--- config.mk ---
export PLATFORM = sky130hd
export DESIGN_NAME = fir_stream_sequencer
export DESIGN_NICKNAME = d
export VERILOG_FILES = /design/src/rtl/fir_ctrl_pkg.sv /design/src/rtl/fir_ctrl_tag_pipe.sv /design/src/rtl/fir_stream_sequencer.sv
export SDC_FILE = /design/constraint.sdc
export NUM_CORES = 1
export LEC_CHECK = 0
export BUFFER_PORTS_ARGS = -buffer_cell sky130_fd_sc_hd__buf_2
export CAP_MARGIN = 15
export CORE_MARGIN = 2
export CORE_UTILIZATION = 35
export DETAILED_ROUTE_END_ITERATION = 6
export GPL_TIMING_DRIVEN = 0
export SYNTH_ARGS = -nofsm -noshare
export SYNTH_HDL_FRONTEND = slang
export SYNTH_SLANG_ARGS = --single-unit
--- constraint.sdc ---
create_clock -name clk -period 4.56 [get_ports clk]
set_input_delay 0.456 -clock clk [delete_from_list [all_inputs] [get_ports clk]]
set_output_delay 0.456 -clock clk [all_outputs]
set_load 0.03 [all_outputs]
--- src/rtl/fir_ctrl_pkg.sv ---
// Shared state encoding and default sizes for the FIR stream sequencer.
package fir_ctrl_pkg;

  typedef enum logic [1:0] {
    IDLE  = 2'd0,
    FEED  = 2'd1,
    DRAIN = 2'd2,
    DONE  = 2'd3
  } state_e;

  localparam int unsigned FIR_N       = 16;
  localparam int unsigned FIR_DEPTH   = 32;
  localparam int unsigned FIR_ADDR_W  = 5;
  localparam int unsigned FIR_LAT_DEF = 2;

endpackage

--- src/rtl/fir_ctrl_tag_pipe.sv ---
// Valid bit plus sample index that travel in lockstep with each sample
// through the memory read, the filter input register and the filter itself.
module fir_ctrl_tag_pipe #(
  parameter int unsigned STAGES = 5,
  parameter int unsigned IDX_W  = 5
) (
  input  logic                          clk,
  input  logic                          flush,
  input  logic                          v_in,
  input  logic [IDX_W-1:0]              idx_in,
  output logic [STAGES-1:0]             v_q,
  output logic [IDX_W-1:0]              idx_last
);

  logic [STAGES-1:0]            v_d;
  logic [STAGES-1:0][IDX_W-1:0] idx_q;
  logic [STAGES-1:0][IDX_W-1:0] idx_d;

  // Shift one stage per cycle; flush empties every stage at once.
  always_comb begin
    if (flush) begin
      v_d   = {STAGES{1'b0}};
      idx_d = {(STAGES*IDX_W){1'b0}};
    end else begin
      v_d   = {v_q[STAGES-2:0], v_in};
      idx_d = {idx_q[STAGES-2:0], idx_in};
    end
  end

  // Stage registers.
  always_ff @(posedge clk) begin
    v_q   <= v_d;
    idx_q <= idx_d;
  end

  assign idx_last = idx_q[STAGES-1];

endmodule

--- src/rtl/fir_stream_sequencer.sv ---
// Plays a block of samples through an external FIR filter and writes each
// filtered output back by sample index, with a start/done handshake.
module fir_stream_sequencer
  import fir_ctrl_pkg::*;
#(
  parameter int unsigned N       = FIR_N,
  parameter int unsigned DEPTH   = FIR_DEPTH,
  parameter int unsigned ADDR_W  = FIR_ADDR_W,
  parameter int unsigned FIR_LAT = FIR_LAT_DEF
) (
  input  logic              clk,
  input  logic              reset,
  input  logic              start,
  input  logic              abort,
  input  logic [ADDR_W:0]   len,
  output logic [ADDR_W-1:0] smp_addr,
  input  logic [N-1:0]      smp_rdata,
  output logic              fir_rst,
  output logic [N-1:0]      fir_din,
  input  logic [N-1:0]      fir_dout,
  output logic              res_we,
  output logic [ADDR_W-1:0] res_addr,
  output logic [N-1:0]      res_wdata,
  output logic              busy,
  output logic              done
);

  localparam int unsigned     STAGES  = 3 + FIR_LAT;
  localparam int unsigned     CNT_W   = ADDR_W + 1;
  localparam logic [CNT_W-1:0] DEPTH_C = CNT_W'(DEPTH);

  state_e            state_q, state_d;
  logic [CNT_W-1:0]  count_q, count_d;
  logic [ADDR_W-1:0] smp_addr_q, smp_addr_d;
  logic              fir_rst_q, fir_rst_d;
  logic [N-1:0]      fir_din_q, fir_din_d;
  logic              res_we_q, res_we_d;
  logic [ADDR_W-1:0] res_addr_q, res_addr_d;
  logic [N-1:0]      res_wdata_q, res_wdata_d;
  logic              busy_q, busy_d;
  logic              done_q, done_d;

  logic [CNT_W-1:0]  len_c;
  logic              flush;
  logic              tag_v_in;
  logic [ADDR_W-1:0] tag_idx_in;
  logic [STAGES-1:0] tag_v;
  logic [ADDR_W-1:0] tag_idx_last;

  assign len_c = (len > DEPTH_C) ? DEPTH_C : len;
  assign flush = reset | abort;

  fir_ctrl_tag_pipe #(
    .STAGES (STAGES),
    .IDX_W  (ADDR_W)
  ) u_tag_pipe (
    .clk      (clk),
    .flush    (flush),
    .v_in     (tag_v_in),
    .idx_in   (tag_idx_in),
    .v_q      (tag_v),
    .idx_last (tag_idx_last)
  );

  // Next state, address issue and output datapath; abort overrides everything.
  always_comb begin
    state_d     = state_q;
    count_d     = count_q;
    smp_addr_d  = smp_addr_q;
    fir_rst_d   = 1'b0;
    busy_d      = busy_q;
    done_d      = 1'b0;
    tag_v_in    = 1'b0;
    tag_idx_in  = {ADDR_W{1'b0}};
    fir_din_d   = tag_v[1] ? smp_rdata : {N{1'b0}};
    res_we_d    = tag_v[STAGES-1];
    res_addr_d  = tag_v[STAGES-1] ? tag_idx_last : {ADDR_W{1'b0}};
    res_wdata_d = tag_v[STAGES-1] ? fir_dout : {N{1'b0}};

    if (abort) begin
      state_d     = IDLE;
      count_d     = {CNT_W{1'b0}};
      smp_addr_d  = {ADDR_W{1'b0}};
      busy_d      = 1'b0;
      fir_din_d   = {N{1'b0}};
      res_we_d    = 1'b0;
      res_addr_d  = {ADDR_W{1'b0}};
      res_wdata_d = {N{1'b0}};
    end else begin
      case (state_q)
        IDLE: begin
          if (start) begin
            if (len_c == {CNT_W{1'b0}}) begin
              state_d = DONE;
              done_d  = 1'b1;
            end else begin
              state_d    = FEED;
              count_d    = len_c;
              smp_addr_d = {ADDR_W{1'b0}};
              fir_rst_d  = 1'b1;
              busy_d     = 1'b1;
              tag_v_in   = 1'b1;
            end
          end else begin
            busy_d = 1'b0;
          end
        end
        FEED: begin
          if ({1'b0, smp_addr_q} == (count_q - 1'b1)) begin
            state_d = DRAIN;
          end else begin
            smp_addr_d = smp_addr_q + 1'b1;
            tag_v_in   = 1'b1;
            tag_idx_in = smp_addr_q + 1'b1;
          end
        end
        DRAIN: begin
          // Writes are contiguous, so an empty pipe behind a write marks the last one.
          if (res_we_q && (tag_v == {STAGES{1'b0}})) begin
            state_d = DONE;
            done_d  = 1'b1;
            busy_d  = 1'b0;
          end else begin
            busy_d = 1'b1;
          end
        end
        DONE: begin
          state_d = IDLE;
          busy_d  = 1'b0;
        end
        default: begin
          state_d = IDLE;
          busy_d  = 1'b0;
        end
      endcase
    end
  end

  // State, counter and registered outputs.
  always_ff @(posedge clk) begin
    if (reset) begin
      state_q     <= IDLE;
      count_q     <= {CNT_W{1'b0}};
      smp_addr_q  <= {ADDR_W{1'b0}};
      fir_rst_q   <= 1'b0;
      fir_din_q   <= {N{1'b0}};
      res_we_q    <= 1'b0;
      res_addr_q  <= {ADDR_W{1'b0}};
      res_wdata_q <= {N{1'b0}};
      busy_q      <= 1'b0;
      done_q      <= 1'b0;
    end else begin
      state_q     <= state_d;
      count_q     <= count_d;
      smp_addr_q  <= smp_addr_d;
      fir_rst_q   <= fir_rst_d;
      fir_din_q   <= fir_din_d;
      res_we_q    <= res_we_d;
      res_addr_q  <= res_addr_d;
      res_wdata_q <= res_wdata_d;
      busy_q      <= busy_d;
      done_q      <= done_d;
    end
  end

  assign smp_addr  = smp_addr_q;
  assign fir_rst   = fir_rst_q;
  assign fir_din   = fir_din_q;
  assign res_we    = res_we_q;
  assign res_addr  = res_addr_q;
  assign res_wdata = res_wdata_q;
  assign busy      = busy_q;
  assign done      = done_q;

endmodule
---- Word level (Yosys, flattened, before mapping) ----
Cells that the tools add are included.
word-level totals
  output and inout port bits .............. 46
  bits of input ports ..................... 42
  bits in registers ....................... 84
cells by class
  add/subtract/negate cells ............... 2
  magnitude comparators ................... 1
  muxes and demuxes ....................... 22
  equality and inequality tests ........... 10
  bitwise operators ....................... 6
  reduce and logical (&&, ||, !) cells .... 16
operators by type and width
  kind                                                                number
  5-bit two-way mux                                                   3
  2-bit != test, second input constant                                5
  5-bit case mux with 2 select lines                                  1
  1-bit two-way mux                                                   9
  3-bit OR reduction                                                  3
  2-bit two-way mux                                                   4
  2-bit case mux with 4 select lines                                  1
  5-bit by 6-bit equality test with 1-bit output                      1
  6-bit > comparator, second input constant                           1
  6-bit logical NOT                                                   1
  6-bit two-way mux                                                   1
  3-bit AND reduction                                                 2
  6-bit by 1-bit subtractor with 6-bit output, second input constant  1
  5-bit by 1-bit adder with 5-bit output, second input constant       1
  5-bit logical NOT                                                   1
  1-bit inverter                                                      5
  2-bit equality test, second input constant                          2
  1-bit case mux with 2 select lines                                  2
  4-bit AND reduction                                                 1
  2-bit OR reduction                                                  2
  4-bit OR reduction                                                  1
  3-bit != test, second input constant                                1
  1-bit case mux with 3 select lines                                  1
  3-bit nonzero test                                                  1
  other kinds (6)                                                     6

---- Logic depth before layout (Yosys ltp) ----
Gate-level depths: netlist of the first run.
  word-level depth ........................ 6
  depth in mapped cells ................... 9
  gate-level depth less buffers ........... 8

---- Hierarchy ----
A second synthesis of the first run with hierarchy kept.
second synthesis, totals
  cell total of the unflattened synthesis .. 281
  area total of the unflattened synthesis .. 3001.6 µm²
by module, submodules not included
  module                times used  seq. area each (µm²)  area each (µm²)  cells an instance
  fir_stream_sequencer  1           1081.0                2082.0           213
  fir_ctrl_tag_pipe     1           600.6                 919.6            68

---- Least setup slack after synthesis of the first run ----
OpenSTA, ideal clock, no wires.
  kind .................................... register -> register
  start ................................... register smp_addr_q[2], in the netlist smp_addr[2]
  end ..................................... register smp_addr_q[4], in the netlist smp_addr[4]
  path slack .............................. 2.682 ns
  stages on the path, launching flop included .. 8
  clock period less this slack ............ 1.878 ns
  library setup time ...................... 0.074 ns
  data arrival time ....................... 1.803 ns
  cell sequence ........................... dfxtp_1 > buf_2 > nand3_1 > a221oi_1 > o2111ai_2 > buf_6 > or2_1 > a31oi_1
between the ends
  word-level cells in the longest chain between the ends .. 3
ends and longest elaborated chain
  item                                                                                                      line                                                      source
  start: declaration                                                                                        fir_stream_sequencer.sv:34                                logic [ADDR_W-1:0] smp_addr_q, smp_addr_d;
  start signal: assignment                                                                                  fir_stream_sequencer.sv:144                               smp_addr_q <= {ADDR_W{1'b0}};
  start signal: assignment                                                                                  fir_stream_sequencer.sv:155                               smp_addr_q <= smp_addr_d;
  5-bit by 1-bit adder with 5-bit output or 5-bit by 6-bit equality test with 1-bit output (tied branches)  fir_stream_sequencer.sv:112, fir_stream_sequencer.sv:109
  5-bit two-way mux or 2-bit != test (tied branches)                                                        n/a
  5-bit case mux with 2 select lines or 4-bit AND reduction (tied branches)                                 n/a
Parallel ways exist; a longest one is shown, timed or not. The select of a mux whose other input is x is not followed.
A chain may end at the register's enable or synchronous reset.

---- Worst setup path in the final report of the first run ----
  start ................................... register count_q[0]
  end ..................................... register smp_addr_q[3], in the netlist smp_addr[3]
between the ends
  word-level cells in the longest chain between the ends .. 4
ends and longest elaborated chain
  item                                            line                         source
  start: declaration                              fir_stream_sequencer.sv:33   logic [CNT_W-1:0] count_q, count_d;
  start signal: assignment                        fir_stream_sequencer.sv:143  count_q <= {CNT_W{1'b0}};
  start signal: assignment                        fir_stream_sequencer.sv:154  count_q <= count_d;
  6-bit by 1-bit subtractor with 6-bit output     fir_stream_sequencer.sv:109  if ({1'b0, smp_addr_q} == (count_q - 1'b1)) begin
  5-bit by 6-bit equality test with 1-bit output  fir_stream_sequencer.sv:109
  2-bit != test (no line)                         n/a
  4-bit AND reduction (no line)                   n/a
No other way between the ends.

==> key figures, run 1 <==
Worst setup path
  – Most frequent cell on the critical path: nor2_1
  – Crit path launch: count_q[0]
  – Slowest CP cell: dfxtp_1
  – Worst path cell trace: inv_1 -> ha_1 -> nor2_1 -> nor2_1 -> a221oi_1 -> o2111ai_2 -> buf_6 -> or2_1 -> a31oi_1
  – CP required: 4.83 ns
  – Crit-path max FO: 10
  – Worst EP arrival: 2.32 ns
  – R2R Path End: smp_addr[3]
  – Worst r2r path cells: 9
  – RR Startpoint: count_q[0]
  – R2R Setup Slk: 2.51 ns
  – CP Capture Type: flip-flop
  – CP Launch Type: flip-flop
  – CP max stage delay: 0.41 ns
  – Crit path to: smp_addr[3]
  – WS Path Type: reg2reg

Pwr
  – Worst IR Drop VDD: 0.1578 mV
  – Pwr Density: 370.5 nW/um^2
  – Static Leak: 1.746 nW

Cells and area
  – NumNets Final: 423
  – Ant. Diodes: 0
  – Share of cells above drive strength 1: 0.3034
  – Synth-to-Final Area Change: 25.71%
  – Filler cells: 819
  – Final instance area: 3640 sq um

Floorplan
  – Cell row count: 33
  – Die height: 94.95 um
  – Initial Util: 0.3559
  – IO Pins: 88
  – Die outline area: 9016 sq um
  – Width of the die: 94.95 um
  – Core ar.: 8134 sq um

STA
  – Worst Clk Skew: 0.01094 ns
  – Max Clk Rate: 487.6 MHz
  – PnR worst setup slack: 2.509 ns
  – Unrepaired setup endpoints after global routing: false
  – Final Max Tran Viols: 0
  – Normalized max-slew margin: 0.6873
  – Clock period minus worst slack: 2.051 ns
  – Tightest Pin Transition: 0.4647 ns
  – Setup violators final: 0
  – TNS Setup: 0 ns
  – Crit share post-route: 0.4498
  – Final hold violations: 0

Detailed routing
  – DRC errors left: 0
  – TritonRoute pass-1 iters: 4
  – DRT iter0 DRCs: 67
  – Wire length per cell: 12.01 um
  – Total wire length: 5815 um
  – Via total after detailed routing: 2227
  – ANT nets after route: 0
  – Via-per-instance ratio: 4.601

Clock network
  – TritonCTS clock tree: built
  – Hold_buf cts: 0
  – Total CTS buffers: 9
  – Sink Count: 84
  – Post-CTS Setup Bufs: 0
  – Clock Latency Late Sink: 0.35 ns
  – Clock-pin slew on the worst setup and hold paths: 0.09 ns
  – Clock root cell: clkbuf_8
  – CTS Buffer Depth: 2
  – H-tree depth: 3
  – Post-CTS resize count: 0

Synthesis
  – Post-synth top area share: 0.5808
  – Syn Nets: 326
  – Largest area contributor in the netlist: dfxtp_1
  – Ys Warns: 0
  – Mapped cell area: 2895 sq um
  – Post-synth cell types: 43
  – #FFs+latches synth: 84
  – Sequential area share after synthesis: 0.5808
  – Cells after synthesis: 277
  – Top post-synthesis cells by area: dfxtp_1 58%, and3_1 8.0%, and2_1 5.6%, ha_1 3.0%, a21oi_1 2.2%
  – Syn Area/Cell: 10.45 sq um

Placed design
  – I/O Buffers: 86
  – Global placer's final weighted congestion: 0.7751
  – Pre-CTS setup slack: 2.403 ns
  – Placed inst area: 3457 sq um
  – Hpwl dp: 4216 um

Outcome
  – Status: finished, final reports clean

Global route
  – Largest net degree at the start of global routing: 16
  – GRT Util Overall: 0.1335
  – Total grt overflow: 0
  – Global-route wire length before repair: 9239 um
  – Vias in the first global route: 2017
  – Initial antenna violation count: 0

Hold path
  – Min-Delay Startpoint: fir_dout[5]
  – Hold WC Path Type: in2reg

Job
  – # Max-Cap Violations: 0
==> cells by family (layout without fill, tap and decap cells) <==
kind of cell	after synthesis	count (layout)	synth area share
AOI/OAI and AO/OA	32	32	0.07519
xor gates and xnor gates	10	10	0.03025
adders and majority gates	7	7	0.03025
buffers and inverters	26	128	0.03760
DFF	84	84	0.5808
and+or+nand+nor	118	118	0.2459
==> per-stage QoR <==
stage / utilization / std cells / hold slack [ns] / total power [W]
3_3_place_gp: 0.4250 / 468 / 0.4070 / 0.0008789
6_report: 0.4475 / 484 / 0.3308 / 0.001349
5_1_grt: 0.4475 / 484 / 0.3155 / 0.001416
4_1_cts: 0.4475 / 484 / 0.3135 / 0.001368
3_5_place_dp: 0.4250 / 468 / 0.4107 / 0.0008801
2_1_floorplan: - / 277 / 0.4057 / 0.0008390
==> registers in the layout, summed over array words and instances, names as in the netlist <==
| signal | count |
|---|---|
| busy | 1 |
| count_q | 6 |
| done | 1 |
| fir_din | 16 |
| fir_rst | 1 |
| res_addr | 5 |
| res_wdata | 16 |
| res_we | 1 |
| smp_addr | 5 |
| state_q | 2 |
| u_tag_pipe.idx_last | 5 |
| u_tag_pipe.idx_q | 20 |
| u_tag_pipe.v_q | 5 |
==> critical path, delay by kind of cell, from the launching register on <==
kind | cells | cell delay, ns
compound gates | 3 | 0.70
flops | 1 | 0.41
simple gates | 3 | 0.36
buf+inv | 2 | 0.25
fa+ha+maj | 1 | 0.25
==> layer usage <==
metal	part of all wire	vias up	GRT usage
met5	0	-	0
met1	0.46	1006	0.1651
li1	-	1141	-
met3	0.075	9	0.03432
met2	0.45	71	0.2092
met4	0.019	0	0.07850
==> report_power, final <==
part           switching [W]  internal, W
Clock               0.000272     0.000215
Combinational      0.0000685    0.0000450
Sequential        0.00000709     0.000741
Total               0.000347      0.00100
==> cells in the final DEF (no fill, tap or decap), drive strengths merged, types with 2 or more instances in the layout <==
cell type and count:
nor4 2, dfxtp 84, nand4b 4, a21oi 13, nor2b 3, nor3 5
inv 9, a31oi 4, ha 7, or2 3, clkinvlp 3, nor3b 2
o21ai 5, and2 26, and3 37, xnor2 6, clkbuf 25, nand3 8
nor2 12, or4 2, buf 90, xor2 4, nand2 10
==> worst min-delay path by stage <==
stage / end / depth (start not counted)
after floorplan: u_tag_pipe.idx_last[0] / 1
after global placement: u_tag_pipe.idx_q[16] / 1
after detailed placement: u_tag_pipe.idx_last[2] / 1
after CTS: fir_din[7] / 2
after global routing: fir_din[7] / 2
final: res_wdata[5] / 2
==> area by class of cell <==
class | count | area [sq um] | area share
Buffer | 19 | 82.58 | 0.02269
Clock buffer | 10 | 137.6 | 0.03781
Clock inverter | 6 | 45.04 | 0.01238
Inverter | 7 | 26.28 | 0.007219
Multi-Input combinational cell | 167 | 1105 | 0.3035
Sequential cell | 84 | 1682 | 0.4620
Tap cell | 105 | 131.4 | 0.03609
Timing Repair Buffer | 86 | 430.4 | 0.1183
==> synth_stat cells <==
cell type / n
nor2b_1: 3
xnor2_1: 6
o21ai_0: 3
nand3b_1: 1
o22a_1: 1
nand3_1: 7
a22o_1: 1
a21oi_1: 13
ha_1: 7
o21ai_1: 2
and4_1: 1
nand2_1: 10
nor3b_1: 2
nor3_1: 4
clkbuf_1: 15
nor4_1: 1
buf_2: 3
and3_1: 37
nor4b_1: 1
or3_4: 1
nand3_2: 1
nand4b_1: 4
dfxtp_1: 84
buf_6: 1
inv_1: 7
a21boi_2: 1
xor2_1: 4
or2_1: 2
o22ai_2: 1
nor3_2: 1
or2_2: 1
or4_1: 2
nor2_1: 11
a2bb2oi_1: 1
a31oi_1: 4
nor2_2: 1
o211a_1: 1
and2_1: 26
nor4_2: 1
a32o_1: 1
o311ai_0: 1
o2111ai_2: 1
a221oi_1: 1
Note: power is estimated with default switching activity, not from simulation.
==> run 2, diff against run 1 <==
--- a/config.mk
+++ b/config.mk
@@ -5,6 +5,7 @@
 export SDC_FILE = /design/constraint.sdc
 export NUM_CORES = 1
 export LEC_CHECK = 0
+export ABC_AREA = 1
 export BUFFER_PORTS_ARGS = -buffer_cell sky130_fd_sc_hd__buf_2
 export CAP_MARGIN = 15
 export CORE_MARGIN = 2
==> constraint.sdc (replaced) <==
create_clock -name clk -period 1.75 [get_ports clk]
set_input_delay 0.175 -clock clk [delete_from_list [all_inputs] [get_ports clk]]
set_output_delay 0.175 -clock clk [all_outputs]
set_load 0.03 [all_outputs]
==> key figures, run 2 <==
Clock network
  – Clock-pin slew on the worst setup and hold paths: 0.09 ns
  – Total CTS buffers: 9
  – Clock root cell: clkbuf_8
  – H-tree depth: 3
  – Clock Latency Late Sink: 0.34 ns
  – CTS Buffer Depth: 2
  – TritonCTS clock tree: built
  – Sink Count: 84

Outcome
  – Status: finished, final reports clean

Floorplan
  – Die height: 96.20 um
  – Width of the die: 96.20 um
  – Core ar.: 8217 sq um
  – Die outline area: 9254 sq um
  – Initial Util: 0.3621
  – Cell row count: 33
  – IO Pins: 88

Pwr
  – Pwr Density: 965.8 nW/um^2
  – Worst IR Drop VDD: 0.3349 mV
  – Static Leak: 1.865 nW

STA
  – Normalized max-slew margin: 0.6519
  – Setup violators final: 0
  – Max Clk Rate: 619.1 MHz
  – Final hold violations: 0
  – Crit share post-route: 0.9231
  – Tightest Pin Transition: 0.5221 ns
  – TNS Setup: 0 ns
  – Final Max Tran Viols: 0
  – Worst Clk Skew: 0.005364 ns
  – Clock period minus worst slack: 1.615 ns

Synthesis
  – Synth Flop Type: dfxtp_1
  – Cells after synthesis: 369
  – Post-synth top area share: 0.5652
  – Largest area contributor in the netlist: dfxtp_1
  – Post-synth cell types: 26
  – Most frequent cells after synthesis: 84 x dfxtp_1, 84 x nor2_1, 82 x inv_1
  – Ys async rst share: 0
  – Mapped cell area: 2975 sq um
  – Ys Warns: 0
  – Syn Area/Cell: 8.063 sq um
  – Post-synth EDFFs: 0
  – Top post-synthesis cells by area: dfxtp_1 57%, nor2_1 11%, inv_1 10%, nand2_1 5.4%, ha_1 2.9%
  – #FFs+latches synth: 84
  – Sequential area share after synthesis: 0.5652
  – Syn Nets: 418

Detailed routing
  – Routed met3 length: 371 um
  – Top sig layer: met4
  – Via-per-instance ratio: 4.050
  – Via total after detailed routing: 2345
  – Metal-1 WL: 2512 um
  – ANT nets after route: 0
  – DRT iter0 DRCs: 39
  – Wire length on met2: 2517 um
  – Total wire length: 5484 um
  – Wire length per cell: 9.472 um
  – DRC errors left: 0
  – TritonRoute pass-1 iters: 4

Job
  – # Max-Cap Violations: 0

Global route
  – Vias in the first global route: 2133
  – Total grt overflow: 0
  – Initial antenna violation count: 0
  – GRT Util Overall: 0.1235
  – Global-route wire length before repair: 8880 um
  – Largest net degree at the start of global routing: 16

Cells and area
  – Max reg flops: 20
  – Ant. Diodes: 0
  – Synth-to-Final Area Change: 27.50%
  – Biggest register: u_tag_pipe.idx_q
  – NumNets Final: 518
  – Filler cells: 822
  – Leading cell type in the layout, fill and taps excluded: buf_2
  – Most frequent cells in the layout: 88 x buf_2, 84 x nor2_1, 82 x dfxtp_1
  – Share of cells above drive strength 1: 0.2722
  – Core Util, Final: 0.4617

Worst setup path
  – Worst EP arrival: 1.85 ns
  – CP Launch Type: flip-flop
  – Crit-path max FO: 4
  – CP required: 1.99 ns
  – WS Path Type: reg2reg
  – CP Capture Type: flip-flop

Placed design
  – I/O Buffers: 87
  – Hpwl dp: 4002 um
  – Global placer's final weighted congestion: 0.7999

Hold path
  – Hold WC Path Type: in2reg
run 2: changes by cell type in the layout (fill, tap and decap cells not counted), sizes merged, moves of 4 or more:
cell | before | now
nand3 | 8 | 20
a31oi | 4 | 0
nand4b | 4 | 0
and3 | 37 | 0
nor2 | 12 | 89
clkbuf | 25 | 15
and2 | 26 | 0
inv | 9 | 89
nand2 | 10 | 48
nor3 | 5 | 1
run 2: metal layers:
metal	vias to the layer above	track usage
met2	58	0.2049
met1	1007	0.1469
met5	-	0
met4	0	0.06429
met3	7	0.03054
li1	1273	-
run 2: cell type report:
type	instances	area, sq um	share of cell area
sequential	84	1684	0.4439
multi-input combinational	192	962.2	0.2536
timing repair buffer	88	442.9	0.1168
inverter	87	329.1	0.08674
clock buffer	10	137.6	0.03628
tap	105	131.4	0.03463
clock inverter	6	71.32	0.01880
buffer	7	35.03	0.009235
run 2: metrics by stage:
stage	power [W]	instance area (sq um)	hold WS (ns)	worst slack, ns	std cells
detailed placement	0.002287	3542	0.3929	0.01969	561
global placement	0.002285	3542	0.3881	0.02215	561
CTS	0.003710	3751	0.01338	0.02923	577
global route	0.003845	3794	0.01784	-0.003569	579
finish	0.003664	3794	0.03277	0.1346	579
floorplan	0.002192	2975	0.2872	0.1720	369
run 2: worst max-delay path, cell delays in order (launching register included):
cell	delay, ns
dfxtp_1	0.37
inv_1	0.08
ha_4	0.16
inv_1	0.04
nand2_1	0.05
nand2_1	0.07
nand2_1	0.04
nand2_1	0.07
nand2_2	0.06
nor2_4	0.18
nand2_2	0.11
nand2_4	0.08
nand3_1	0.07
nand2_1	0.07
nor2_1	0.04
run 2: path summary, 6_finish.rpt:
path	from	slack, ns	to	depth (start not counted)
max	count_q[1]	0.13	state_q[0]	14
min	fir_dout[7]	0.03	res_wdata[7]	3
max reg2reg	count_q[1]	0.13	state_q[0]	14
min reg2reg	u_tag_pipe.idx_last[2]	0.41	res_addr[2]	2
run 2: cells by family after synthesis:
group | Yosys count | synth area share
buffers and inverters | 94 | 0.1215
adders and majority gates | 7 | 0.02944
xor gates and xnor gates | 6 | 0.01767
AOI/OAI and AO/OA | 18 | 0.03196
and+or+nand+nor | 160 | 0.2342
DFF | 84 | 0.5652
run 2: where the power goes:
| part | internal (W) | switching, W | total (W) |
|---|---|---|---|
| Sequential | 0.00193 | 0.0000205 | 0.00195 |
| Clock | 0.000711 | 0.000705 | 0.00142 |
| Combinational | 0.000118 | 0.000178 | 0.000296 |
| Total | 0.00276 | 0.000903 | 0.00366 |
run 2: timing repair:
item                       4_1_cts  5_1_grt
gates cloned                     0        1
setup endpoints to repair        2       12
gates resized for setup          1        6
buffers inserted                 0        1
pin swaps                        0        3
hold buffers                     0        0
==> run 3, diff against run 2 <==
--- a/config.mk
+++ b/config.mk
@@ -9,9 +9,10 @@
 export BUFFER_PORTS_ARGS = -buffer_cell sky130_fd_sc_hd__buf_2
 export CAP_MARGIN = 15
 export CORE_MARGIN = 2
-export CORE_UTILIZATION = 35
+export CORE_UTILIZATION = 54
 export DETAILED_ROUTE_END_ITERATION = 6
 export GPL_TIMING_DRIVEN = 0
+export PLACE_DENSITY = 0.83
 export SYNTH_ARGS = -nofsm -noshare
 export SYNTH_HDL_FRONTEND = slang
 export SYNTH_SLANG_ARGS = --single-unit
==> constraint.sdc (replaced) <==
create_clock -name clk -period 2.09 [get_ports clk]
set_input_delay 0.209 -clock clk [delete_from_list [all_inputs] [get_ports clk]]
set_output_delay 0.209 -clock clk [all_outputs]
set_load 0.03 [all_outputs]
==> key figures, run 3 (synthesis gave the netlist of run 2 again) <==
STA
  – Crit share post-route: 0.8512
  – TNS Setup: 0 ns
  – Final hold violations: 0
  – Max Clk Rate: 562.1 MHz
  – Normalized max-slew margin: 0.6583
  – Setup violators final: 0
  – Unrepaired setup endpoints after global routing: false
  – PnR worst setup slack: 0.3110 ns
  – Worst Clk Skew: 0.009789 ns
  – Clock period minus worst slack: 1.779 ns
  – Final Max Tran Viols: 0
  – Tightest Pin Transition: 0.5125 ns

Hold path
  – Hold WC Path Type: in2reg

Cells and area
  – Share of cells above drive strength 1: 0.2585
  – Leading cell type in the layout, fill and taps excluded: buf_2
  – Fin cells: 544
  – Ant. Diodes: 0
  – NumNets Final: 516
  – Biggest register: u_tag_pipe.idx_q
  – Most frequent cells in the layout: 88 x buf_2, 84 x nor2_1, 84 x dfxtp_1
  – Max reg flops: 20
  – Core Util, Final: 0.6819
  – Synth-to-Final Area Change: 23.89%

Detailed routing
  – DRT iter0 DRCs: 62
  – Via total after detailed routing: 2386
  – Via-per-instance ratio: 4.386
  – Total wire length: 5208 um
  – ANT nets after route: 0
  – TritonRoute pass-1 iters: 4
  – DRC errors left: 0
  – Wire length per cell: 9.574 um

Global route
  – Total grt overflow: 0
  – Global-route wire length before repair: 8604 um
  – Vias in the first global route: 2116
  – Initial antenna violation count: 0
  – Largest net degree at the start of global routing: 15
  – GRT Util Overall: 0.1802

Placed design
  – Pre-CTS setup slack: 0.3346 ns
  – DP Cell Count: 528
  – Hpwl dp: 3901 um
  – I/O Buffers: 87
  – Global placer's final weighted congestion: 0.8742

Floorplan
  – Cell row count: 27
  – Die outline area: 6120 sq um
  – Width of the die: 78.23 um
  – IO Pins: 88
  – Die height: 78.23 um
  – Core ar.: 5405 sq um
  – Initial Util: 0.5505

Worst setup path
  – Worst EP arrival: 2.00 ns
  – Slowest CP cell: dfxtp_1
  – Delay-heaviest family, CP: simple AND/OR/NAND/NOR gates
  – Most frequent cell on the critical path: nand2_1
  – CP max stage delay: 0.37 ns
  – WS Path Type: reg2reg
  – CP Capture Type: flip-flop
  – Crit-path max FO: 9
  – CP Launch Type: flip-flop
  – Worst path cell trace: inv_1 -> ha_1 -> xnor2_1 -> nor2_2 -> nand2_2 -> nor2_4 -> nand3_4 -> nand2_1 -> nand2_1 -> nand2_1 -> nor2_1
  – Buf/Inv on CP: 1
  – CP required: 2.31 ns

Pwr
  – Flop pwr share: 0.558
  – P_sw: 0.0007166 W
  – Pint: 0.002209 W
  – Combinational power share: 0.083
  – Sw Ratio: 0.2449
  – Worst IR Drop VDD: 0.3870 mV
  – Clock share of power: 0.359
  – Static Leak: 1.848 nW
  – Overall Power: 0.002926 W
  – Pwr Density: 793.8 nW/um^2

Clock network
  – Hold_buf cts: 0
  – Total CTS buffers: 9
  – Post-CTS Setup Bufs: 0
  – Sink Count: 84
  – CTS Buffer Depth: 2
  – Clock root cell: clkbuf_8
  – Clock-pin slew on the worst setup and hold paths: 0.08 ns
  – Clock Latency Late Sink: 0.34 ns
  – Post-CTS resize count: 0
  – TritonCTS clock tree: built
  – H-tree depth: 3

Outcome
  – Status: finished, final reports clean

Job
  – # Max-Cap Violations: 0
run 3: path summary, 6_finish.rpt:
| path | start | endpoint | slack (ns) | cells after the start |
|---|---|---|---|---|
| setup / recovery | count_q[0] | smp_addr[4] | 0.31 | 11 |
| hold / removal | fir_dout[3] | res_wdata[3] | 0.07 | 3 |
| setup reg to reg | count_q[0] | smp_addr[4] | 0.31 | 11 |
| hold reg to reg | u_tag_pipe.idx_q[8] | u_tag_pipe.idx_q[13] | 0.40 | 2 |
run 3: worst reg2reg max path, delay by kind of cell (launching register included):
family	cells	cell delay (ns)
AND/OR/NAND/NOR	8	0.70
flip-flops	1	0.37
adder cells (fa/ha/maj)	1	0.33
XOR/XNOR	1	0.14
buffers and inverters	1	0.13
run 3: per-stage QoR:
step	instance area (sq um)	hold WS (ns)
6_report	3686	0.07177
5_1_grt	3686	0.06224
3_5_place_dp	3501	0.3988
2_1_floorplan	2975	0.3212
4_1_cts	3686	0.05402
3_3_place_gp	3501	0.3940
run 3: final cells by class:
class / count / area, sq um
sequential: 84 / 1682
multi-input combinational: 191 / 932.1
clock inverter: 5 / 33.78
buffer: 7 / 35.03
clock buffer: 11 / 151.4
fill: 464 / 1719
inverter: 87 / 326.6
timing repair buffer: 87 / 435.4
tap: 72 / 90.09
run 3: metal layers:
layer | vias up | GRT usage | routed length (um)
met1 | 1037 | 0.1990 | 2269
met4 | 0 | 0.1175 | 144
met3 | 12 | 0.03793 | 275
met5 | - | 0 | 0
met2 | 66 | 0.3129 | 2519
li1 | 1271 | - | -
run 3: power groups by stage:
stage               Sequential [W]  Clock, W  Combinational [W]
finish                     0.00163   0.00105           0.000244
global route               0.00164   0.00115           0.000277
CTS                        0.00163   0.00108           0.000245
detailed placement         0.00167         0           0.000244
global placement           0.00167         0           0.000238
floorplan                  0.00169         0           0.000150
